===== src/rtl/mod_arith_pkg.sv =====
// Shared constants and the 16-bit carry-lookahead group
// used by the modular add/sub pipeline.
package mod_arith_pkg;

  localparam logic [63:0] MOD_DEFAULT = 64'hFFFF_FFFF_0000_0001;
  localparam int          CLA_GROUP   = 16;
  localparam logic        OP_ADD      = 1'b0;
  localparam logic        OP_SUB      = 1'b1;

  // Returns {carry_out, sum} for one lookahead group.
  function automatic logic [CLA_GROUP:0] cla16(
    input logic [CLA_GROUP-1:0] x,
    input logic [CLA_GROUP-1:0] y,
    input logic                 ci
  );
    logic [CLA_GROUP-1:0] g;
    logic [CLA_GROUP-1:0] p;
    logic [CLA_GROUP:0]   c;
    g    = x & y;
    p    = x ^ y;
    c[0] = ci;
    for (int i = 0; i < CLA_GROUP; i++) begin
      c[i+1] = g[i] | (p[i] & c[i]);
    end
    return {c[CLA_GROUP], p ^ c[CLA_GROUP-1:0]};
  endfunction

endpackage


===== src/rtl/mod_reduce_sel.sv =====
// Stage-2 select: picks the raw or MOD-corrected value
// so the result lands in [0, MOD).
module mod_reduce_sel
  import mod_arith_pkg::*;
#(
  parameter int WIDTH = 64
) (
  input  logic             op_sub,
  input  logic             raw_neg,
  input  logic [WIDTH-1:0] raw_lo,
  input  logic             alt_neg,
  input  logic [WIDTH-1:0] alt_lo,
  output logic [WIDTH-1:0] res
);

  always_comb begin
    res = raw_lo;
    unique case (1'b1)
      (op_sub == OP_ADD): res = alt_neg ? raw_lo : alt_lo;
      (op_sub == OP_SUB): res = raw_neg ? alt_lo : raw_lo;
      default:            res = raw_lo;
    endcase
  end

endmodule


===== src/rtl/mod_addsub_pipe.sv =====
// Two-stage modular adder/subtractor with valid/ready handshake.
// Optional range checker enabled by MOD_ADDSUB_CHK_EN.
module mod_addsub_pipe
  import mod_arith_pkg::*;
#(
  parameter int               WIDTH = 64,
  parameter logic [WIDTH-1:0] MOD   = WIDTH'(MOD_DEFAULT),
  parameter int               TAG_W = 8
) (
  input  logic             clk,
  input  logic             rst_n,
  input  logic             in_valid,
  output logic             in_ready,
  input  logic             op_sub,
  input  logic [WIDTH-1:0] a_in,
  input  logic [WIDTH-1:0] b_in,
  input  logic [TAG_W-1:0] tag_in,
  output logic             out_valid,
  input  logic             out_ready,
  output logic [WIDTH-1:0] res_out,
  output logic [TAG_W-1:0] tag_out
`ifdef MOD_ADDSUB_CHK_EN
  ,
  output logic             chk_err
`endif
);

  localparam int NG = WIDTH / CLA_GROUP;

  logic [WIDTH-1:0] b_op;
  logic [WIDTH-1:0] raw_lo;
  logic [WIDTH-1:0] mod_op;
  logic [WIDTH-1:0] alt_lo;
  logic [NG:0]      c_raw;
  logic [NG:0]      c_alt;
  logic             raw_neg;
  logic [1:0]       r_hi;
  logic [1:0]       m_hi;
  logic             c_hi;
  logic             alt_neg;

  // a - b is formed as a + ~b + 1
  assign b_op     = op_sub ? ~b_in : b_in;
  assign c_raw[0] = op_sub;

  for (genvar g = 0; g < NG; g++) begin : g_raw
    assign {c_raw[g+1], raw_lo[g*CLA_GROUP +: CLA_GROUP]} =
      cla16(a_in[g*CLA_GROUP +: CLA_GROUP],
            b_op[g*CLA_GROUP +: CLA_GROUP], c_raw[g]);
  end

  assign raw_neg = c_raw[NG] ^ op_sub;

  // add: raw - MOD = raw + ~MOD + 1 ; sub: raw + MOD
  assign mod_op   = op_sub ? MOD : ~MOD;
  assign c_alt[0] = ~op_sub;

  for (genvar g = 0; g < NG; g++) begin : g_alt
    assign {c_alt[g+1], alt_lo[g*CLA_GROUP +: CLA_GROUP]} =
      cla16(raw_lo[g*CLA_GROUP +: CLA_GROUP],
            mod_op[g*CLA_GROUP +: CLA_GROUP], c_alt[g]);
  end

  // Two extension bits: only the sign of alt is kept.
  assign r_hi    = op_sub ? {raw_neg, raw_neg} : {1'b0, raw_neg};
  assign m_hi    = op_sub ? 2'b00 : 2'b11;
  assign c_hi    = (r_hi[0] & m_hi[0]) |
                   ((r_hi[0] ^ m_hi[0]) & c_alt[NG]);
  assign alt_neg = r_hi[1] ^ m_hi[1] ^ c_hi;

  logic             s1_valid;
  logic             s1_op;
  logic             s1_raw_neg;
  logic [WIDTH-1:0] s1_raw_lo;
  logic             s1_alt_neg;
  logic [WIDTH-1:0] s1_alt_lo;
  logic [TAG_W-1:0] s1_tag;
  logic             s2_valid;
  logic [WIDTH-1:0] s2_res;
  logic [TAG_W-1:0] s2_tag;
  logic             s2_ready;
  logic             in_fire;
  logic [WIDTH-1:0] sel_res;

  assign s2_ready  = !s2_valid || out_ready;
  assign in_ready  = rst_n && (!s1_valid || s2_ready);
  assign in_fire   = in_valid && in_ready;
  assign out_valid = s2_valid;
  assign res_out   = s2_res;
  assign tag_out   = s2_tag;

  always_ff @(posedge clk) begin
    if (!rst_n) begin
      s1_valid   <= 1'b0;
      s1_op      <= OP_ADD;
      s1_raw_neg <= 1'b0;
      s1_raw_lo  <= '0;
      s1_alt_neg <= 1'b0;
      s1_alt_lo  <= '0;
      s1_tag     <= '0;
    end else begin
      if (in_fire) begin
        s1_valid   <= 1'b1;
        s1_op      <= op_sub;
        s1_raw_neg <= raw_neg;
        s1_raw_lo  <= raw_lo;
        s1_alt_neg <= alt_neg;
        s1_alt_lo  <= alt_lo;
        s1_tag     <= tag_in;
      end else if (s2_ready) begin
        s1_valid <= 1'b0;
      end
    end
  end

  mod_reduce_sel #(
    .WIDTH(WIDTH)
  ) u_sel (
    .op_sub (s1_op),
    .raw_neg(s1_raw_neg),
    .raw_lo (s1_raw_lo),
    .alt_neg(s1_alt_neg),
    .alt_lo (s1_alt_lo),
    .res    (sel_res)
  );

  always_ff @(posedge clk) begin
    if (!rst_n) begin
      s2_valid <= 1'b0;
      s2_res   <= '0;
      s2_tag   <= '0;
    end else if (s2_ready) begin
      s2_valid <= s1_valid;
      if (s1_valid) begin
        s2_res <= sel_res;
        s2_tag <= s1_tag;
      end
    end
  end

`ifdef MOD_ADDSUB_CHK_EN
  always_ff @(posedge clk) begin
    if (!rst_n) begin
      chk_err <= 1'b0;
    end else if (in_fire && (a_in >= MOD || b_in >= MOD)) begin
      chk_err <= 1'b1;
    end
  end
`endif

endmodule


===== config.mk =====
export PLATFORM = sky130hd
export DESIGN_NAME = mod_addsub_pipe
export DESIGN_NICKNAME = d
export VERILOG_FILES = /design/src/rtl/mod_arith_pkg.sv /design/src/rtl/mod_reduce_sel.sv /design/src/rtl/mod_addsub_pipe.sv
export SDC_FILE = /design/constraint.sdc
export NUM_CORES = 1
export LEC_CHECK = 0
export CELL_PAD_IN_SITES_DETAIL_PLACEMENT = 1
export CELL_PAD_IN_SITES_GLOBAL_PLACEMENT = 1
export CORE_ASPECT_RATIO = 0.75
export CORE_UTILIZATION = 44
export DETAILED_ROUTE_END_ITERATION = 8
export GPL_TIMING_DRIVEN = 1
export PLACE_DENSITY_LB_ADDON = 0.1
export SETUP_SLACK_MARGIN = 0.4
export SYNTH_ARGS = -nofsm -noshare
export SYNTH_HDL_FRONTEND = slang
export SYNTH_SLANG_ARGS = --single-unit

===== constraint.sdc =====
create_clock -name clk -period 123.7 [get_ports clk]
set_clock_uncertainty 0.05 [all_clocks]
set_input_delay 30.925 -clock clk [delete_from_list [all_inputs] [get_ports clk]]
set_output_delay 30.925 -clock clk [all_outputs]
set_load 0.01 [all_outputs]

After elaboration in Yosys (flattened, before gate mapping):

Cells that the tools add are included.

* register bits after elaboration: 213
* input bits: 141

* multiplexer cells: 9
* bitwise operators: 290
* reductions and logical operators: 8

Operators by type and width (count)
* 2-to-1 mux 64 bit: 4
* XOR 16 bit: 16
* AND 1 bit: 130
* bitwise OR 1 bit: 129
* AND 16 bit: 8
* one-hot mux 64 bit (2 select lines): 1
* NOT 64 bit: 1
* 2-to-1 mux 2 bit: 2
* XOR 1 bit: 4
* logical AND 1 bit: 2
* logical NOT 1 bit: 2
* logical OR 1 bit: 2
* 2-to-1 mux 1 bit: 2
* NOT 1 bit: 2
* AND reduction 2 bit: 1
* nonzero test 2 bit: 1

Logic depth before layout (Yosys ltp):

Gate-level depths: netlist of the first run.

* word-level depth: 166
* depth in mapped cells: 71
* depth with buffers taken out: 70

Modules after synthesis:

A second synthesis of the first run with hierarchy kept.

* cell total of the unflattened synthesis: 1242
* area total of the unflattened synthesis: 12061.6 um2

Modules (own cells, without submodules)
* mod_addsub_pipe: instances 1, cells an instance 1170, area an instance 11254.5 um2, sequential area each 4264.1 um2
* mod_reduce_sel: instances 1, cells an instance 72, area an instance 807.0 um2, sequential area each 0.0 um2

Worst setup path before layout of the first run:

Ideal clock, no wire load.

* kind: input-to-output
* start: input port rst_n
* end: output port in_ready
* arrival time: 31569 ps
* setup slack: 61156 ps
* cell stages on the path: 3
* buffers on the path: 2
* path through: buf_2 -> buf_1 -> and2_1

* cells in the longest elaborated chain, start to end: 1

RTL lines
* from (decl): RTL line mod_addsub_pipe.sv:11 `input logic rst_n,`
* logical AND 1 bit: RTL line mod_addsub_pipe.sv:86 `assign in_ready = rst_n && (!s1_valid || s2_ready);`
* to (decl): RTL line mod_addsub_pipe.sv:13 `output logic in_ready,`

Every way passes these cells.

Final worst setup path of the first run:

Same ends and word-level chain as after synthesis.

==> run summary, run 1 <==
FMAX: 15.8 MHz
Critical Path Start Type: primary input
mux cell area share after synthesis: 5.94%
Rel. slew slack: 32.2%
final setup vio count: 0
number of distinct library cells after synthesis: 30
Post-Syn Area: 0.0111 sq mm
Clk pin slew, worst setup/hold paths: 0.06 ns
row count: 49
Synth Net Count: 1302
fin util: 57.3%
wire length per cell: 18.2 um
Detail Route Antenna Nets: 0
outcome: complete, no violations
Comb pwr share: 30.9%
Core ar.: 0.0244 sq mm
Worst EP required: 92.73 ns
Antenna diodes: 0
Setup Buffers After CTS: 0
grt total ovfl: 0
pin count of the biggest net entering global routing: 91
P&R area growth vs syn: 25.7%
compound-gate portion of the synthesized area: 10.3%
Worst Path Max Fanout: 74
Yosys warning count: 0
Post-synth EDFFs: 0
CTS tree: yes
DR iter-0 viols: 296
drt total wl: 28200 um
Vias: 8076
maximum VDD drop: 0.00930 mV
Initial Util: 45.6%
Worst-Margin Slew: 1.02 ns
async set-reset flop share out of synthesis: 0%
P_leak: 5.82 nW
Crit path buffers/inverters: 2
io pins: 215
post-synthesis simple-gate area fraction: 11.9%
Syn Area/Cell: 10.7 sq um
Num CTS Buffers: 23
sequential area share after synthesis: 38.3%
worst-case reg-to-reg path depth: 5
setup TNS: 0 ns
Synth Flop Type: dfxtp_1
period utilisation layout: 51.2%
main combinational cell family by area after synthesis: adder cells
sw frac: 31.5%
top cell type's share of synthesized area: 38.3%
reg-to-reg setup timing slack: 120.89 ns
sequential power share: 39.4%
count of hold buffers inserted by post-cts repair: 0
CTS Buffer Depth: 3
gpl congestion: 0.724
nets: 1473
Mapped Cells: 1035
min-delay src: s1_tag[6]
critical path class: in -> out
post-synthesis adder-cell area fraction: 22.7%
CP endpoint kind: output pin
synth top area cells: dfxtp_1 38%, fa_1 23%, nand2_1 6.1%, mux2i_1 5.9%, nand3_1 5.1%
CTS Root Cell: clkbuf_16
Clk network pwr share: 29.7%
Synth area leader: dfxtp_1
Tmin final: 63.37 ns
Worst R2R Start: s1_valid
die width: 186 um
buffers added on ports: 214
Vias/cell: 5.21
Clock Sinks: 213
Max Slew Vio Count: 0
Int Pwr: 0.147 mW
Hold Path End: s1_tag[6]
Top delay family on crit path: buffers and inverters
MaxCap Viol Count: 0
Max H-tree Level: 1
# DRC: 0
Die ar.: 0.0259 sq mm
clock latency on the worst-skew pair: 0.50 ns
pwr/cell area: 15.4 mW/mm^2
GRT Total Usage: 22.4%
Fillers: 2644
initial antenna violation count: 0
Die Ht: 140 um
crit path cell chain: buf_4 -> and2_1 -> clkdlybuf4s50_1
Power Total: 0.215 mW
HP Class: reg -> reg
max incr delay on CP: 0.64 ns
capture point of the worst reg-to-reg path: s1_raw_lo[57]
#FFs+latches synth: 213
Commonest cells post-synth: 213 x dfxtp_1, 181 x nand2_1, 125 x fa_1
vias in the first global route: 8724
sw power: 0.0677 mW
layout cells sized above 1: 4.11%
count leader, synth: dfxtp_1
HPWL after detailed placement: 18800 um
crit path DAT: 32.40 ns
RSZ-0062 raised after global routing: no
Min-Delay Path Depth: 2
Synth Area in XOR/XNOR: 5.28%
first-pass GRT wire length: 46300 um
DR pass1 iterations: 4
slowest stage cell, crit path: buf_4
final hold violations: 0
CTS resizes: 0
cells in the final DEF, fill, tap and decap left out:
cell	n
dfxtp_1	213
clkdlybuf4s50_1	212
nand2_1	181
fa_1	125
nand3_1	114
mux2i_1	66
xor2_1	65
o2bb2ai_1	64
inv_1	35
o21ai_0	32
o211a_1	32
clkbuf_16	23
a21boi_0	10
buf_4	10
o21ai_1	5
clkbuf_1	5
clkbuf_8	5
clkinv_2	4
nand3_4	2
xnor2_1	2
inv_6	1
maj3_1	1
nand3b_1	1
and2_1	1
and3_2	1
nand2b_1	1
nand2_2	1
and2_2	1
nor2_1	1
a21oi_4	1
and2_4	1
nor2b_1	1
ha_1	1
layout make-up:
| cell class | count | area [sq um] | area share [%] |
|---|---|---|---|
| tap | 331 | 414 | 2.96 |
| inverter | 36 | 140 | 1.00 |
| timing repair buffer | 222 | 2200 | 15.7 |
| multi-input combinational | 710 | 6270 | 44.9 |
| clock buffer | 33 | 663 | 4.75 |
| sequential | 213 | 4260 | 30.5 |
| clock inverter | 4 | 20.0 | 0.143 |
sequential cells by signal (all words and copies together) (netlist names):
register	cells
s1_valid	1
tag_out	8
res_out	64
s1_raw_lo	64
out_valid	1
s1_alt_lo	64
s1_raw_neg	1
s1_tag	8
s1_op	1
s1_alt_neg	1
kinds of logic after synthesis:
family	after synthesis
AOI/OAI and AO/OA	144
xor gates and xnor gates	67
adders and majority gates	127
buffers and inverters	112
DFF	213
muxes	66
and+or+nand+nor	306
through the flow:
| step | hold slack (ns) | std cells | setup slack [ns] | cell area [sq um] |
|---|---|---|---|---|
| 4_1_cts | 0.407 | 1549 | 60.33 | 14000 |
| 5_1_grt | 0.422 | 1549 | 60.26 | 14000 |
| 2_1_floorplan | 0.383 | 1035 | 61.16 | 11100 |
| 3_3_place_gp | 0.391 | 1512 | 60.32 | 13300 |
| 6_report | 0.403 | 1549 | 60.33 | 14000 |
| 3_5_place_dp | 0.396 | 1512 | 60.33 | 13300 |
worst min-delay path, stage by stage, from the launching register on:
cell     delay (ns)
dfxtp_1        0.31
nand3_1        0.06
nand2_1        0.04
power groups by stage:
stage | registers [mW] | logic, mW | clock network [mW]
final | 0.0848 | 0.0665 | 0.0639
after detailed placement | 0.0861 | 0.0671 | 0
after CTS | 0.0848 | 0.0680 | 0.0656
after global placement | 0.0856 | 0.0641 | 0
after global routing | 0.0860 | 0.0761 | 0.0685
after floorplan | 0.0852 | 0.0454 | 0
routing by layer:
layer  vias up  share of wire (%)  wire, um  GRT usage (%)
met1      4068                 46     13100           31.2
li1       3795                  -         -              -
met5         -                  0         0              0
met2       177                 46     13000           36.3
met3        36                5.8      1630           4.45
met4         0                1.7       469           4.36
worst max path at each step:
| stage | slack, ns | depth (start not counted) | from | end |
|---|---|---|---|---|
| floorplan | 61.16 | 3 | rst_n | in_ready |
| global placement | 60.32 | 3 | rst_n | in_ready |
| detailed placement | 60.33 | 3 | rst_n | in_ready |
| CTS | 60.33 | 3 | rst_n | in_ready |
| global route | 60.26 | 3 | rst_n | in_ready |
| finish | 60.33 | 3 | rst_n | in_ready |
No activity file was read; power rests on OpenSTA's default activity.
==> run 2: changes to the inputs <==
- CORE_UTILIZATION: 44 -> 37
- clock period: 123.7 -> 51.3 ns (I/O delays scaled with it)
==> run summary, run 2 (synthesized netlist as in run 1, its figures left out) <==
Clock Sinks: 213 (unchanged)
buffers added on ports: 214 (unchanged)
count of hold buffers inserted by post-cts repair: 0 (unchanged)
worst-case reg-to-reg path depth: 5 (unchanged)
pwr/cell area: 38.4 mW/mm^2 (was 15.4 mW/mm^2)
initial antenna violation count: 1 (was 0)
pin count of the biggest net entering global routing: 91 (unchanged)
commonest non-fill, non-tap cell in the layout: dfxtp_1 (unchanged)
Num CTS Buffers: 24 (was 23)
P_leak: 5.87 nW (was 5.82 nW)
sw frac: 30.8% (was 31.5%)
FMAX: 23.8 MHz
Worst R2R Start: s1_valid (unchanged)
MaxCap Viol Count: 0 (unchanged)
Worst Path Max Fanout: 38 (was 74)
io pins: 215 (unchanged)
Power Total: 0.544 mW (was 0.215 mW)
reg-to-reg setup timing slack: 48.43 ns (was 120.89 ns)
vias in the first global route: 8610 (was 8724)
max incr delay on CP: 0.55 ns (was 0.64 ns)
Tmin final: 42.00 ns
DR pass1 iterations: 4 (unchanged)
CTS resizes: 0 (unchanged)
RSZ-0062 raised after global routing: no (unchanged)
P&R area growth vs syn: 27.5% (was 25.7%)
Max Slew Vio Count: 0 (unchanged)
final hold violations: 0 (unchanged)
sequential power share: 37.6% (was 39.4%)
DR iter-0 viols: 347 (was 296)
Clk network pwr share: 32.7% (was 29.7%)
# DRC: 0 (unchanged)
Die ar.: 0.0308 sq mm (was 0.0259 sq mm)
Vias: 7959 (was 8076)
Hold Path End: s1_raw_lo[15] (was s1_tag[6])
Int Pwr: 0.376 mW (was 0.147 mW)
clock latency on the worst-skew pair: 0.51 ns (was 0.50 ns)
CP endpoint kind: register (was output pin)
Rel. slew slack: 29.6% (was 32.2%)
Antenna diodes: 0 (unchanged)
Die Ht: 152 um (was 140 um)
drt total wl: 29300 um (was 28200 um)
period utilisation layout: 81.9%
wire length per cell: 18.2 um (about the same)
gpl congestion: 0.767 (was 0.724)
CTS Buffer Depth: 3 (unchanged)
GRT Total Usage: 19.4% (was 22.4%)
critical path class: in -> reg (was in -> out)
nets: 1474 (was 1473)
Most Frequent Cell on Critical Path: fa_1
sw power: 0.168 mW (was 0.0677 mW)
die width: 202 um (was 186 um)
CTS tree: yes (unchanged)
Max H-tree Level: 1 (unchanged)
capture point of the worst reg-to-reg path: s1_raw_lo[22] (was s1_raw_lo[57])
setup TNS: 0 ns (unchanged)
Comb pwr share: 29.7% (was 30.9%)
CTS Root Cell: clkbuf_16 (unchanged)
HP Class: reg -> reg (unchanged)
min-delay src: s1_raw_lo[15] (was s1_tag[6])
HPWL after detailed placement: 19300 um (was 18800 um)
Critical Path Start Type: primary input (unchanged)
Detail Route Antenna Nets: 0 (unchanged)
most frequent cells in the layout: 213 x dfxtp_1, 212 x clkdlybuf4s50_1, 181 x nand2_1 (unchanged)
crit path DAT: 42.30 ns (was 32.40 ns)
maximum VDD drop: 0.0209 mV (was 0.00930 mV)
outcome: complete, no violations (unchanged)
Min-Delay Path Depth: 2 (unchanged)
Fillers: 3194 (was 2644)
layout cells sized above 1: 4.42% (was 4.11%)
Core ar.: 0.0293 sq mm (was 0.0244 sq mm)
first-pass GRT wire length: 47900 um (was 46300 um)
grt total ovfl: 0 (unchanged)
final setup vio count: 0 (unchanged)
Clk pin slew, worst setup/hold paths: 0.06 ns (about the same)
Setup Buffers After CTS: 0 (unchanged)
slowest stage cell, crit path: fa_1 (was buf_4)
Worst EP required: 51.60 ns (was 92.73 ns)
Initial Util: 37.9% (was 45.6%)
row count: 54 (was 49)
Worst-Margin Slew: 1.06 ns (was 1.02 ns)
Vias/cell: 4.93 (was 5.21)
[run 2: power groups by stage]
| stage | sequential (mW) | clock [mW] | combinational [mW] |
|---|---|---|---|
| after floorplan | 0.205 | 0 | 0.109 |
| after global placement | 0.207 | 0 | 0.160 |
| after detailed placement | 0.208 | 0 | 0.163 |
| after CTS | 0.205 | 0.183 | 0.166 |
| after global routing | 0.207 | 0.190 | 0.185 |
| final | 0.205 | 0.178 | 0.161 |
[run 2: metrics by stage]
step                      cell area (sq um)  utilization (%)  hold slack (ns)  setup WS [ns]  cells
after floorplan                       11100                -            0.383           7.51   1035
after global placement                13400             45.6            0.392           8.80   1573
after detailed placement              13400             45.6            0.395           8.42   1573
after CTS                             14200             48.4            0.405           8.98   1613
after global routing                  14200             48.4            0.424           8.05   1613
final                                 14200             48.4            0.405           9.30   1613
[run 2: worst max path at each step]
stage	startpoint	slack (ns)	to
2_1_floorplan	op_sub	7.51	s1_alt_neg
3_3_place_gp	op_sub	8.80	s1_alt_neg
3_5_place_dp	op_sub	8.42	s1_alt_neg
4_1_cts	op_sub	8.98	s1_alt_neg
5_1_grt	op_sub	8.05	s1_alt_neg
6_report	op_sub	9.30	s1_alt_neg
[run 2: per-layer routing]
metal	routed length [um]	GRT usage, %
met4	433	3.29
met2	13100	30.1
met3	1110	2.72
met5	13	0
met1	14700	28.9
[run 2: area by class of cell]
| cell class | instances | area [sq um] | area share [%] |
|---|---|---|---|
| inverters | 36 | 140 | 0.988 |
| well taps | 392 | 490 | 3.46 |
| flip-flops and latches | 213 | 4260 | 30.1 |
| multi-input cells | 710 | 6280 | 44.3 |
| clock buffers | 33 | 696 | 4.91 |
| clock inverters | 7 | 115 | 0.812 |
| repair buffers | 222 | 2200 | 15.5 |
[run 2: critical path, delay by kind of cell]
| family | cells | cell delay (ns) |
|---|---|---|
| adders and majority gates | 64 | 27.86 |
| AOI/OAI and AO/OA | 2 | 0.31 |
| muxes | 1 | 0.18 |
| buffers and inverters | 3 | 0.87 |
| xor gates and xnor gates | 1 | 0.17 |
